`src/rtl/decoder_stage_controller_pkg.sv`:
```
// Shared stage encodings and small helpers for the decode-round sequencer.
// The PE array decodes global_stage with the same constants.
package decoder_stage_controller_pkg;

    localparam int STAGE_WIDTH = 3;

    typedef enum logic [STAGE_WIDTH-1:0] {
        STAGE_IDLE                = 3'd0,
        STAGE_MEASUREMENT_LOADING = 3'd1,
        STAGE_GROW                = 3'd2,
        STAGE_MERGE               = 3'd3,
        STAGE_PEELING             = 3'd4,
        STAGE_RESULT_VALID        = 3'd5,
        STAGE_WRITE_TO_MEM        = 3'd6,
        STAGE_RESET_ROOTS         = 3'd7
    } stage_e;

    // Bits needed to hold values 0..max_value. Never returns less than one bit.
    function automatic int count_width(input int max_value);
        return (max_value < 2) ? 1 : $clog2(max_value + 1);
    endfunction

endpackage

```
`src/rtl/decoder_stage_controller_settle.sv`:
```
// Settle detector for the array status lines. It counts cycles spent in the
// current stage and the run of quiet (busy_any==0) cycles seen after the
// status pipeline has caught up with the stage change.
module stage_settle_detector
    import decoder_stage_controller_pkg::*;
#(
    parameter int LATENCY = 2,
    parameter int CNT_W   = 8,
    parameter int QUIET_W = 2
) (
    input  logic                   clk,
    input  logic                   reset,
    input  logic [STAGE_WIDTH-1:0] stage,
    input  logic                   busy_any,
    output logic                   stable,
    output logic [CNT_W-1:0]       stage_cycles
);

    logic [STAGE_WIDTH-1:0] last_stage;
    logic [CNT_W-1:0]       cycle_cnt;
    logic [QUIET_W-1:0]     quiet_cnt;
    logic                   stage_changed;
    logic [CNT_W-1:0]       cur_cycles;
    logic [QUIET_W-1:0]     cur_quiet;
    logic                   past_window;

    // A new stage value restarts both counts in its very first cycle, so the
    // counters read as zero there without needing an extra reset cycle.
    always_comb begin
        stage_changed = (stage != last_stage);
        cur_cycles    = stage_changed ? '0 : cycle_cnt;
        cur_quiet     = stage_changed ? '0 : quiet_cnt;
        past_window   = (cur_cycles >= CNT_W'(LATENCY));
        stable        = past_window && !busy_any && (cur_quiet == QUIET_W'(LATENCY));
        stage_cycles  = cur_cycles;
    end

    // Advance the stage-age counter and the quiet-run counter; busy during the
    // observation window throws away the run collected so far.
    always_ff @(posedge clk) begin
        if (reset) begin
            last_stage <= STAGE_IDLE;
            cycle_cnt  <= '0;
            quiet_cnt  <= '0;
        end else begin
            last_stage <= stage;
            cycle_cnt  <= (cur_cycles == '1) ? cur_cycles : cur_cycles + 1'b1;
            if (!past_window || busy_any) begin
                quiet_cnt <= '0;
            end else if (cur_quiet != QUIET_W'(LATENCY + 1)) begin
                quiet_cnt <= cur_quiet + 1'b1;
            end
        end
    end

endmodule

```
`src/rtl/decoder_stage_controller.sv`:
```
// Global sequencer for one decode round: load, alternate merge/grow until no
// odd cluster remains (or a limit trips), peel, then hold the result until the
// reader takes it. Every output comes straight from registered state.
module decoder_stage_controller
    import decoder_stage_controller_pkg::*;
#(
    parameter int MAX_GROW_ITER    = 16,
    parameter int STATUS_LATENCY   = 2,
    parameter int MAX_MERGE_CYCLES = 255,
    parameter int CYCLE_CNT_WIDTH  = 16
) (
    input  logic                                 clk,
    input  logic                                 reset,
    input  logic                                 meas_valid,
    output logic                                 meas_ready,
    input  logic                                 busy_any,
    input  logic                                 odd_any,
    output logic [STAGE_WIDTH-1:0]               global_stage,
    output logic                                 result_valid,
    input  logic                                 result_ready,
    output logic [$clog2(MAX_GROW_ITER+1)-1:0]   grow_iterations,
    output logic [CYCLE_CNT_WIDTH-1:0]           decode_cycles,
    output logic                                 timeout
);

    localparam int GROW_W  = $clog2(MAX_GROW_ITER + 1);
    localparam int MERGE_W = count_width(MAX_MERGE_CYCLES);
    localparam int QUIET_W = count_width(STATUS_LATENCY + 1);

    stage_e                     stage;
    stage_e                     next_stage;
    logic [GROW_W-1:0]          grow_cnt;
    logic [CYCLE_CNT_WIDTH-1:0] cycle_cnt;
    logic                       timeout_flag;
    logic                       settled;
    logic [MERGE_W-1:0]         merge_cycles;
    logic                       watchdog_hit;
    logic                       grow_at_limit;
    logic                       start_round;
    logic                       enter_grow;
    logic                       set_timeout;

    stage_settle_detector #(
        .LATENCY (STATUS_LATENCY),
        .CNT_W   (MERGE_W),
        .QUIET_W (QUIET_W)
    ) u_settle (
        .clk          (clk),
        .reset        (reset),
        .stage        (stage),
        .busy_any     (busy_any),
        .stable       (settled),
        .stage_cycles (merge_cycles)
    );

    // Next-stage selection; a settled merge takes priority over the watchdog so
    // the watchdog only flags merges that genuinely never went quiet.
    always_comb begin
        next_stage    = stage;
        start_round   = 1'b0;
        enter_grow    = 1'b0;
        set_timeout   = 1'b0;
        watchdog_hit  = (merge_cycles == MERGE_W'(MAX_MERGE_CYCLES - 1));
        grow_at_limit = (grow_cnt >= GROW_W'(MAX_GROW_ITER));
        case (stage)
            STAGE_IDLE: begin
                if (meas_valid) begin
                    next_stage  = STAGE_MEASUREMENT_LOADING;
                    start_round = 1'b1;
                end
            end
            STAGE_MEASUREMENT_LOADING: next_stage = STAGE_MERGE;
            STAGE_GROW:                next_stage = STAGE_MERGE;
            STAGE_MERGE: begin
                if (settled) begin
                    if (odd_any && !grow_at_limit) begin
                        next_stage = STAGE_GROW;
                        enter_grow = 1'b1;
                    end else begin
                        next_stage  = STAGE_PEELING;
                        set_timeout = odd_any;
                    end
                end else if (watchdog_hit) begin
                    next_stage  = STAGE_PEELING;
                    set_timeout = 1'b1;
                end
            end
            STAGE_PEELING: next_stage = STAGE_RESULT_VALID;
            STAGE_RESULT_VALID: begin
                if (result_ready) begin
                    next_stage = STAGE_IDLE;
                end
            end
            default: next_stage = STAGE_IDLE;
        endcase
    end

    // Stage register broadcast to the array.
    always_ff @(posedge clk) begin
        if (reset) begin
            stage <= STAGE_IDLE;
        end else begin
            stage <= next_stage;
        end
    end

    // Per-round statistics: cleared when a frame is accepted, then grow count,
    // sticky timeout and a saturating latency count that freezes at the result.
    always_ff @(posedge clk) begin
        if (reset) begin
            grow_cnt     <= '0;
            cycle_cnt    <= '0;
            timeout_flag <= 1'b0;
        end else if (start_round) begin
            grow_cnt     <= '0;
            cycle_cnt    <= '0;
            timeout_flag <= 1'b0;
        end else begin
            if (enter_grow) begin
                grow_cnt <= grow_cnt + 1'b1;
            end
            if (set_timeout) begin
                timeout_flag <= 1'b1;
            end
            if (stage != STAGE_IDLE && stage != STAGE_RESULT_VALID && cycle_cnt != '1) begin
                cycle_cnt <= cycle_cnt + 1'b1;
            end
        end
    end

    assign global_stage    = stage;
    assign meas_ready      = (stage == STAGE_IDLE);
    assign result_valid    = (stage == STAGE_RESULT_VALID);
    assign grow_iterations = grow_cnt;
    assign decode_cycles   = cycle_cnt;
    assign timeout         = timeout_flag;

endmodule

```
`config.mk`:
```
export PLATFORM = sky130hd
export DESIGN_NAME = decoder_stage_controller
export DESIGN_NICKNAME = d
export VERILOG_FILES = /design/src/rtl/decoder_stage_controller_pkg.sv /design/src/rtl/decoder_stage_controller_settle.sv /design/src/rtl/decoder_stage_controller.sv
export SDC_FILE = /design/constraint.sdc
export NUM_CORES = 1
export LEC_CHECK = 0
export BUFFER_PORTS_ARGS = -buffer_cell sky130_fd_sc_hd__buf_2
export CORE_MARGIN = 2
export CORE_UTILIZATION = 55
export CTS_CLUSTER_DIAMETER = 200
export CTS_CLUSTER_SIZE = 14
export DETAILED_ROUTE_END_ITERATION = 16
export PLACE_DENSITY = 0.78
export SLEW_MARGIN = 20
export SYNTH_ARGS = -nofsm -noshare
export SYNTH_HDL_FRONTEND = slang
export SYNTH_SLANG_ARGS = --single-unit
```
`constraint.sdc`:
```
create_clock -name clk -period 3.2 [get_ports clk]
set_input_delay 0.64 -clock clk [delete_from_list [all_inputs] [get_ports clk]]
set_output_delay 0.64 -clock clk [all_outputs]
set_load 0.02 [all_outputs]
```
==> results of run 1 <==
## synthesized netlist by cell type (2+ instances only)
cell type,n
sky130_fd_sc_hd__nor3b_1,5
sky130_fd_sc_hd__nand2b_1,3
sky130_fd_sc_hd__nor3_1,8
sky130_fd_sc_hd__a21oi_1,18
sky130_fd_sc_hd__xor2_1,6
sky130_fd_sc_hd__a211oi_1,4
sky130_fd_sc_hd__and3_1,3
sky130_fd_sc_hd__mux2i_1,2
sky130_fd_sc_hd__dfxtp_1,38
sky130_fd_sc_hd__nand3_1,15
sky130_fd_sc_hd__nand4_1,2
sky130_fd_sc_hd__and2_1,5
sky130_fd_sc_hd__or3_1,4
sky130_fd_sc_hd__and4_1,3
sky130_fd_sc_hd__ha_1,6
sky130_fd_sc_hd__nor2_1,24
sky130_fd_sc_hd__nor2b_1,5
sky130_fd_sc_hd__a31oi_1,3
sky130_fd_sc_hd__buf_6,3
sky130_fd_sc_hd__o31ai_1,4
sky130_fd_sc_hd__o21ai_0,5
sky130_fd_sc_hd__buf_2,2
sky130_fd_sc_hd__nand3b_1,2
sky130_fd_sc_hd__clkbuf_1,7
sky130_fd_sc_hd__a31o_2,3
sky130_fd_sc_hd__nor4_1,4
sky130_fd_sc_hd__inv_1,4
sky130_fd_sc_hd__nand2_1,16
sky130_fd_sc_hd__xnor2_1,11
sky130_fd_sc_hd__or4_1,2
## power by group through the flow
| stage | registers [mW] | clock network (mW) | logic (mW) |
|---|---|---|---|
| floorplan | 0.506 | 0 | 0.0687 |
| global placement | 0.504 | 0 | 0.0884 |
| detailed placement | 0.505 | 0 | 0.0894 |
| CTS | 0.494 | 0.421 | 0.0895 |
| global route | 0.497 | 0.441 | 0.100 |
| finish | 0.494 | 0.413 | 0.0896 |
## state kept, by name, summed over array words and instances (netlist names)
register / flops
global_stage: 3
grow_iterations: 5
u_settle.cycle_cnt: 8
u_settle.last_stage: 3
decode_cycles: 16
u_settle.quiet_cnt: 2
timeout: 1
## critical path, delay by kind of cell (launching register included)
| family | cells | cell delay [ns] |
|---|---|---|
| buf+inv | 2 | 0.24 |
| compound gates | 3 | 0.64 |
| simple gates | 4 | 0.89 |
| fa+ha+maj | 1 | 0.17 |
| flops | 1 | 0.52 |
| xor+xnor | 1 | 0.31 |
## how the worst max path moves through the flow
stage                     depth (start not counted)                 end             from
after floorplan                                  12  grow_iterations[2]  global_stage[1]
after global placement                           11  grow_iterations[3]  global_stage[0]
after detailed placement                         11  grow_iterations[3]  global_stage[0]
after CTS                                        11  grow_iterations[3]  global_stage[0]
after global routing                             11  grow_iterations[3]  global_stage[0]
final                                            11  grow_iterations[3]  global_stage[0]
## layout make-up
cell class	count	share of cell area
inverter	4	0.00676
clock buffer	5	0.0169
sequential	38	0.342
multi-input combinational	176	0.502
clock inverter	3	0.0310
tap	46	0.0259
timing repair buffer	33	0.0755
## cell usage in the layout (no fill, tap or decap), drive strengths merged, types with 4 or more instances in the layout
| cell type | instances |
|---|---|
| xnor2 | 11 |
| or3 | 4 |
| dfxtp | 38 |
| nor4 | 4 |
| nor2 | 24 |
| inv | 4 |
| nor3b | 5 |
| o31ai | 4 |
| xor2 | 7 |
| buf | 33 |
| nor2b | 5 |
| and2 | 5 |
| nor3 | 9 |
| ha | 6 |
| clkbuf | 5 |
| o21ai | 5 |
| nand2 | 16 |
| a21oi | 19 |
| a211oi | 4 |
| nand3 | 15 |
## metrics by stage
stage,total power [mW],worst slack (ns),hold WS [ns]
3_5_place_dp,0.594,0.412,0.465
6_report,0.997,0.364,0.501
5_1_grt,1.04,0.111,0.529
4_1_cts,1.01,0.367,0.501
3_3_place_gp,0.593,0.511,0.466
2_1_floorplan,0.574,0.400,0.446
## routing by layer
metal | part of all wire | wire (um)
met1 | 0.49 | 1920
met2 | 0.44 | 1730
met3 | 0.050 | 195
met4 | 0.017 | 67
met5 | 0 | 0
## kinds of logic (layout without fill, tap and decap cells)
group / after synthesis / in the layout / share of synthesized area
buffers and inverters: 16 / 45 / 0.0434
flip-flops: 38 / 38 / 0.388
AO/OA/AOI/OAI: 46 / 46 / 0.153
AND/OR/NAND/NOR: 104 / 104 / 0.283
adder cells (fa/ha/maj): 6 / 6 / 0.0383
XOR/XNOR: 18 / 18 / 0.0842
multiplexers: 2 / 2 / 0.0102
==> reports/qor.csv, run 1 <==
metric,value,unit
run status,"complete, no violations",
die height,63.7,um
endpoint type of the worst setup path,flip-flop,
GRT busiest layer,met2,
die area,4060,um2
share of the yosys chip area belonging to registers,0.388,
critical path type,flip-flop to flip-flop,
type of origin of the critical path,flip-flop,
Synthesized Nets,242,
remaining routing DRC violations,0,
Pwr per Cell Area,449,nW/um2
Total GRT Usage,0.211,
H-Tree Depth,2,
switching power,238,uW
Cell variety after synth,43,
number of clock sinks seen by CTS,38,
# port buffers,32,
Layout Area Growth over Synthesis,13.3,%
CTS max path bufs,2,
Placement Rows,21,
Detail Placement HPWL,2820,um
Fin. Hold Viols,0,
Via-to-Cell Ratio,5.68,
remaining antenna violation count,0,
# placed instances,297,
number of antenna violations at the first check in global routing,0,
largest net degree at the start of global routing,20,
total of fill cells in the finished design,279,
required time at the endpoint of the critical path,3.49,ns
reg2reg setup slack,0.36,ns
library cell with the largest summed area after synthesis,sky130_fd_sc_hd__dfxtp_1,
CTS clock-pin slew for the worst setup and hold paths,0.12,ns
static leakage,0.884,nW
non-filler instance count after layout,305,
final layout net count,270,
met2 demand-to-capacity share in global routing,0.329,
aggregate negative setup slack,0,ns
number of synthesized flops with an enable pin,0,
cell area after synthesis,1960,um2
worst voltage drop across the vdd grid,0.284,mV
Max-cap violations,0,
via count of the first global-routing pass,1528,
end-of-flow core utilization,0.656,
end point of the worst hold path,grow_iterations[3],
weighted congestion reported at the end of routability-driven placement,0.863,
Root Driver,sky130_fd_sc_hd__clkbuf_4,
combinational cell fraction of total power,0.090,
Top-Level Pins,33,
first-pass GRT wire length,6740,um
startpoint of the most critical register-to-register path,global_stage[0],
post-route clock period utilization,0.886,
1st-iter DRT viols,77,
biggest fanout along the worst timing path,13,
setup repair after global routing missed its margin,no,
number of slew-limit violations in the final report,0,
grt met1 use,0.273,
finished layout cell area,2220,um2
dominant cells by area after synthesis,"sky130_fd_sc_hd__dfxtp_1 (39%), sky130_fd_sc_hd__xnor2_1 (4.9%), sky130_fd_sc_hd__a21oi_1 (4.6%), sky130_fd_sc_hd__nor2_1 (4.6%), sky130_fd_sc_hd__ha_1 (3.8%)",
fraction of power spent switching nets,0.239,
headroom to the max-slew limit,0.421,
Critical-path top delay cell,sky130_fd_sc_hd__dfxtp_1,
signal arrival time at the worst endpoint,3.12,ns
starting density of the core,0.578,
clock share of power,0.414,
quantity of gates resized following cts,0,
slew at the pin with the worst max-slew slack,0.868,ns
post-synth top area share,0.388,
die span in x,63.7,um
vias after detailed routing,1731,
"Critical Path, Cell by Cell",xor2_1 > nor3_4 > buf_4 > and2_1 > inv_1 > ha_1 > nand3b_1 > a211oi_1 > a21oi_2 > or4_1 > a21oi_1,
reg-to-reg endpoint,grow_iterations[3],
type of the tightest min-delay check,flip-flop to flip-flop,
WHS Path Cells,2,
area of the core,3390,um2
design internal power,759,uW
number of buffers inserted for hold repair after clock tree synthesis,0,
Final Setup Violations,0,
critical path's largest stage delay,0.52,ns
clock skew,0.0121,ns
layout cell share with drive strength beyond 1,0.181,
mean routed wirelength per cell,12.8,um
synthesized area per cell,8.52,um2
share of total power in sequential cells,0.496,
M3 GR Usage,0.0571,
"Clk Latency, worst-skew pair",0.36,ns
Pre-Repair DR Iteration Count,4,
routed wire length,3910,um
total CTS buffers,5,
clock tree from TritonCTS,done,
Setup Buffers After CTS,0,
placement-stage cell area,2120,um2
timing-limited maximum frequency,353,MHz
Synth Warn #,0,
post-synthesis sequential element count,38,
antenna diode count,0,
global route overflow,0,
number of cells on the worst reg-to-reg path,11,
shortest clock period the worst path allows after layout,2.84,ns
area occupied by multi-input gates,1110,um2
post-synthesis cell count,230,
startpoint of the worst hold path,grow_iterations[3],
proportion of synthesized flip-flops having asynchronous set or reset,0,
Most used DFF post-synth,sky130_fd_sc_hd__dfxtp_1,
Reg area,761,um2
Power figures use the tool's default switching activity.
==> inputs of run 2 (changes only) <==
--- a/config.mk
+++ b/config.mk
@@ -7,11 +7,12 @@
 export LEC_CHECK = 0
 export BUFFER_PORTS_ARGS = -buffer_cell sky130_fd_sc_hd__buf_2
 export CORE_MARGIN = 2
-export CORE_UTILIZATION = 55
+export CORE_UTILIZATION = 60
 export CTS_CLUSTER_DIAMETER = 200
 export CTS_CLUSTER_SIZE = 14
 export DETAILED_ROUTE_END_ITERATION = 16
-export PLACE_DENSITY = 0.78
+export PLACE_DENSITY = 0.84
+export SKIP_LAST_GASP = 1
 export SLEW_MARGIN = 20
 export SYNTH_ARGS = -nofsm -noshare
 export SYNTH_HDL_FRONTEND = slang
==> constraint.sdc (replaced) <==
create_clock -name clk -period 3.28 [get_ports clk]
set_input_delay 0.656 -clock clk [delete_from_list [all_inputs] [get_ports clk]]
set_output_delay 0.656 -clock clk [all_outputs]
set_load 0.02 [all_outputs]
==> run 2 against run 1 <==
Effect of this change: total power decreased by 17%; clock power is 38% lower; sequential cell count unchanged; register-to-register slack worse by 0.05 ns; global-route usage grew 3.4 points; core utilization rose by 4.8 points; hold slack got worse by 0.0050 ns; largest cell class unchanged.
==> reports/qor.csv, run 2 (synthesized netlist as in run 1, its figures left out) <==
metric,value,unit,change
remaining antenna violation count,0,,unchanged
signal arrival time at the worst endpoint,3.23,ns,was 3.12 ns
Total GRT Usage,0.244,,was 0.211
Detail Placement HPWL,2850,um,was 2820 um
die height,61.2,um,was 63.7 um
vias after detailed routing,1756,,"was 1,731"
Critical-path top delay cell,sky130_fd_sc_hd__dfxtp_1,,unchanged
Setup Buffers After CTS,0,,unchanged
CTS max path bufs,2,,unchanged
number of clock sinks seen by CTS,38,,unchanged
"most common cell after layout, fill and taps aside",sky130_fd_sc_hd__dfxtp_1,,unchanged
type of the tightest min-delay check,flip-flop to flip-flop,,unchanged
post-route clock period utilization,0.904,,was 0.886
Max-cap violations,0,,unchanged
first-pass GRT wire length,6840,um,was 6740 um
antenna diode count,0,,unchanged
H-Tree Depth,2,,unchanged
layout cell share with drive strength beyond 1,0.174,,was 0.181
area of the core,3080,um2,was 3390 um2
die span in x,61.2,um,was 63.7 um
Via-to-Cell Ratio,5.81,,was 5.68
setup repair after global routing missed its margin,no,,unchanged
clock tree from TritonCTS,done,,unchanged
starting density of the core,0.637,,was 0.578
required time at the endpoint of the critical path,3.54,ns,was 3.49 ns
final layout net count,269,,was 270
Root Driver,sky130_fd_sc_hd__clkbuf_4,,unchanged
Placement Rows,20,,was 21
global route overflow,0,,unchanged
headroom to the max-slew limit,0.408,,was 0.421
static leakage,0.859,nW,was 0.884 nW
CTS clock-pin slew for the worst setup and hold paths,0.11,ns,was 0.12 ns
critical path type,flip-flop to flip-flop,,unchanged
"Clk Latency, worst-skew pair",0.34,ns,was 0.36 ns
slew at the pin with the worst max-slew slack,0.888,ns,was 0.868 ns
Final Setup Violations,0,,unchanged
1st-iter DRT viols,115,,was 77
quantity of gates resized following cts,0,,unchanged
"commonest cells after routing, fill and taps aside","sky130_fd_sc_hd__dfxtp_1 (38), sky130_fd_sc_hd__buf_2 (32), sky130_fd_sc_hd__nor2_1 (24)",,unchanged
via count of the first global-routing pass,1558,,"was 1,528"
# port buffers,32,,unchanged
endpoint type of the worst setup path,flip-flop,,unchanged
Top-Level Pins,33,,unchanged
number of buffers inserted for hold repair after clock tree synthesis,0,,unchanged
timing-limited maximum frequency,337,MHz,was 353 MHz
routed wire length,4020,um,was 3910 um
shortest clock period the worst path allows after layout,2.96,ns,was 2.84 ns
worst voltage drop across the vdd grid,0.288,mV,was 0.284 mV
largest net degree at the start of global routing,20,,unchanged
critical path's largest stage delay,0.56,ns,was 0.52 ns
clock skew,0.0128,ns,was 0.0121 ns
total of fill cells in the finished design,268,,was 279
number of antenna violations at the first check in global routing,0,,unchanged
Fin. Hold Viols,0,,unchanged
Layout Area Growth over Synthesis,10.5,%,was 13.3%
end-of-flow core utilization,0.704,,was 0.656
type of origin of the critical path,flip-flop,,unchanged
"Critical Path, Cell by Cell",xor2_2 > nor3_4 > and2_1 > ha_1 > nand3b_1 > a211oi_1 > a21oi_2 > or4_1 > a21oi_1,,was xor2_1 > nor3_4 > buf_4 > and2_1 > inv_1 > ha_1 > nand3b_1 > a211oi_1 > a21oi_2 > or4_1 > a21oi_1
die area,3740,um2,was 4060 um2
weighted congestion reported at the end of routability-driven placement,0.828,,was 0.863
Pre-Repair DR Iteration Count,4,,unchanged
Pwr per Cell Area,380,nW/um2,was 449 nW/um2
biggest fanout along the worst timing path,14,,was 13
run status,"complete, no violations",,unchanged
mean routed wirelength per cell,13.3,um,was 12.8 um
"flip-flop count of the largest register, all copies and words added",16,,unchanged
aggregate negative setup slack,0,ns,unchanged
number of slew-limit violations in the final report,0,,unchanged
total CTS buffers,5,,unchanged
remaining routing DRC violations,0,,unchanged
run 2: cell types whose count changed in the layout (fill, tap and decap cells not counted), sizes merged:
cell,previous run,this run
clkbuf,5,7
bufinv,2,0
buf,33,32
run 2: power by group:
part / internal [mW] / leakage (nW) / switching [mW]
logic: 0.0295 / 0.516 / 0.0563
clock network: 0.104 / 0.0353 / 0.152
registers: 0.470 / 0.308 / 0.0117
run 2: cell type report:
cell class,instances,area (um2),share of cell area
Multi-Input combinational cell,176,1110,0.515
Sequential cell,38,761,0.351
Timing Repair Buffer,32,160,0.0739
Inverter,4,15.0,0.00693
Clock inverter,1,5.00,0.00231
Clock buffer,7,55.1,0.0254
Tap cell,44,55.1,0.0254
run 2: through the flow:
stage / cell area (um2) / std cells / hold slack (ns) / setup slack, ns / total power, mW
4_1_cts: 2170 / 302 / 0.499 / 0.326 / 0.828
5_1_grt: 2170 / 302 / 0.557 / 0.0305 / 0.864
3_5_place_dp: 2110 / 294 / 0.475 / 0.378 / 0.577
6_report: 2170 / 302 / 0.496 / 0.316 / 0.824
2_1_floorplan: 1960 / 230 / 0.446 / 0.480 / 0.560
3_3_place_gp: 2110 / 294 / 0.467 / 0.471 / 0.575
run 2: metal layers:
layer  global-route usage  routed length, um  vias to the layer above
met2                0.381               1850                       65
met3               0.0651                260                        3
li1                     -                  -                      877
met4               0.0807                 32                        0
met5                    0                  0                        -
met1                0.329               1870                      811
run 2: final timing paths:
check	startpoint	end	slack (ns)	cells after the start
max	global_stage[1]	grow_iterations[3]	0.32	9
max reg2reg	global_stage[1]	grow_iterations[3]	0.32	9
min	u_settle.quiet_cnt[1]	u_settle.quiet_cnt[1]	0.50	2
min reg2reg	u_settle.quiet_cnt[1]	u_settle.quiet_cnt[1]	0.50	2
run 2: worst max-delay path, delay by kind of cell, from the launching register on:
family                   cells  cell delay, ns
XOR/XNOR                     1            0.15
AND/OR/NAND/NOR              4            1.34
adder cells (fa/ha/maj)      1            0.18
flip-flops                   1            0.56
AO/OA/AOI/OAI                3            0.65
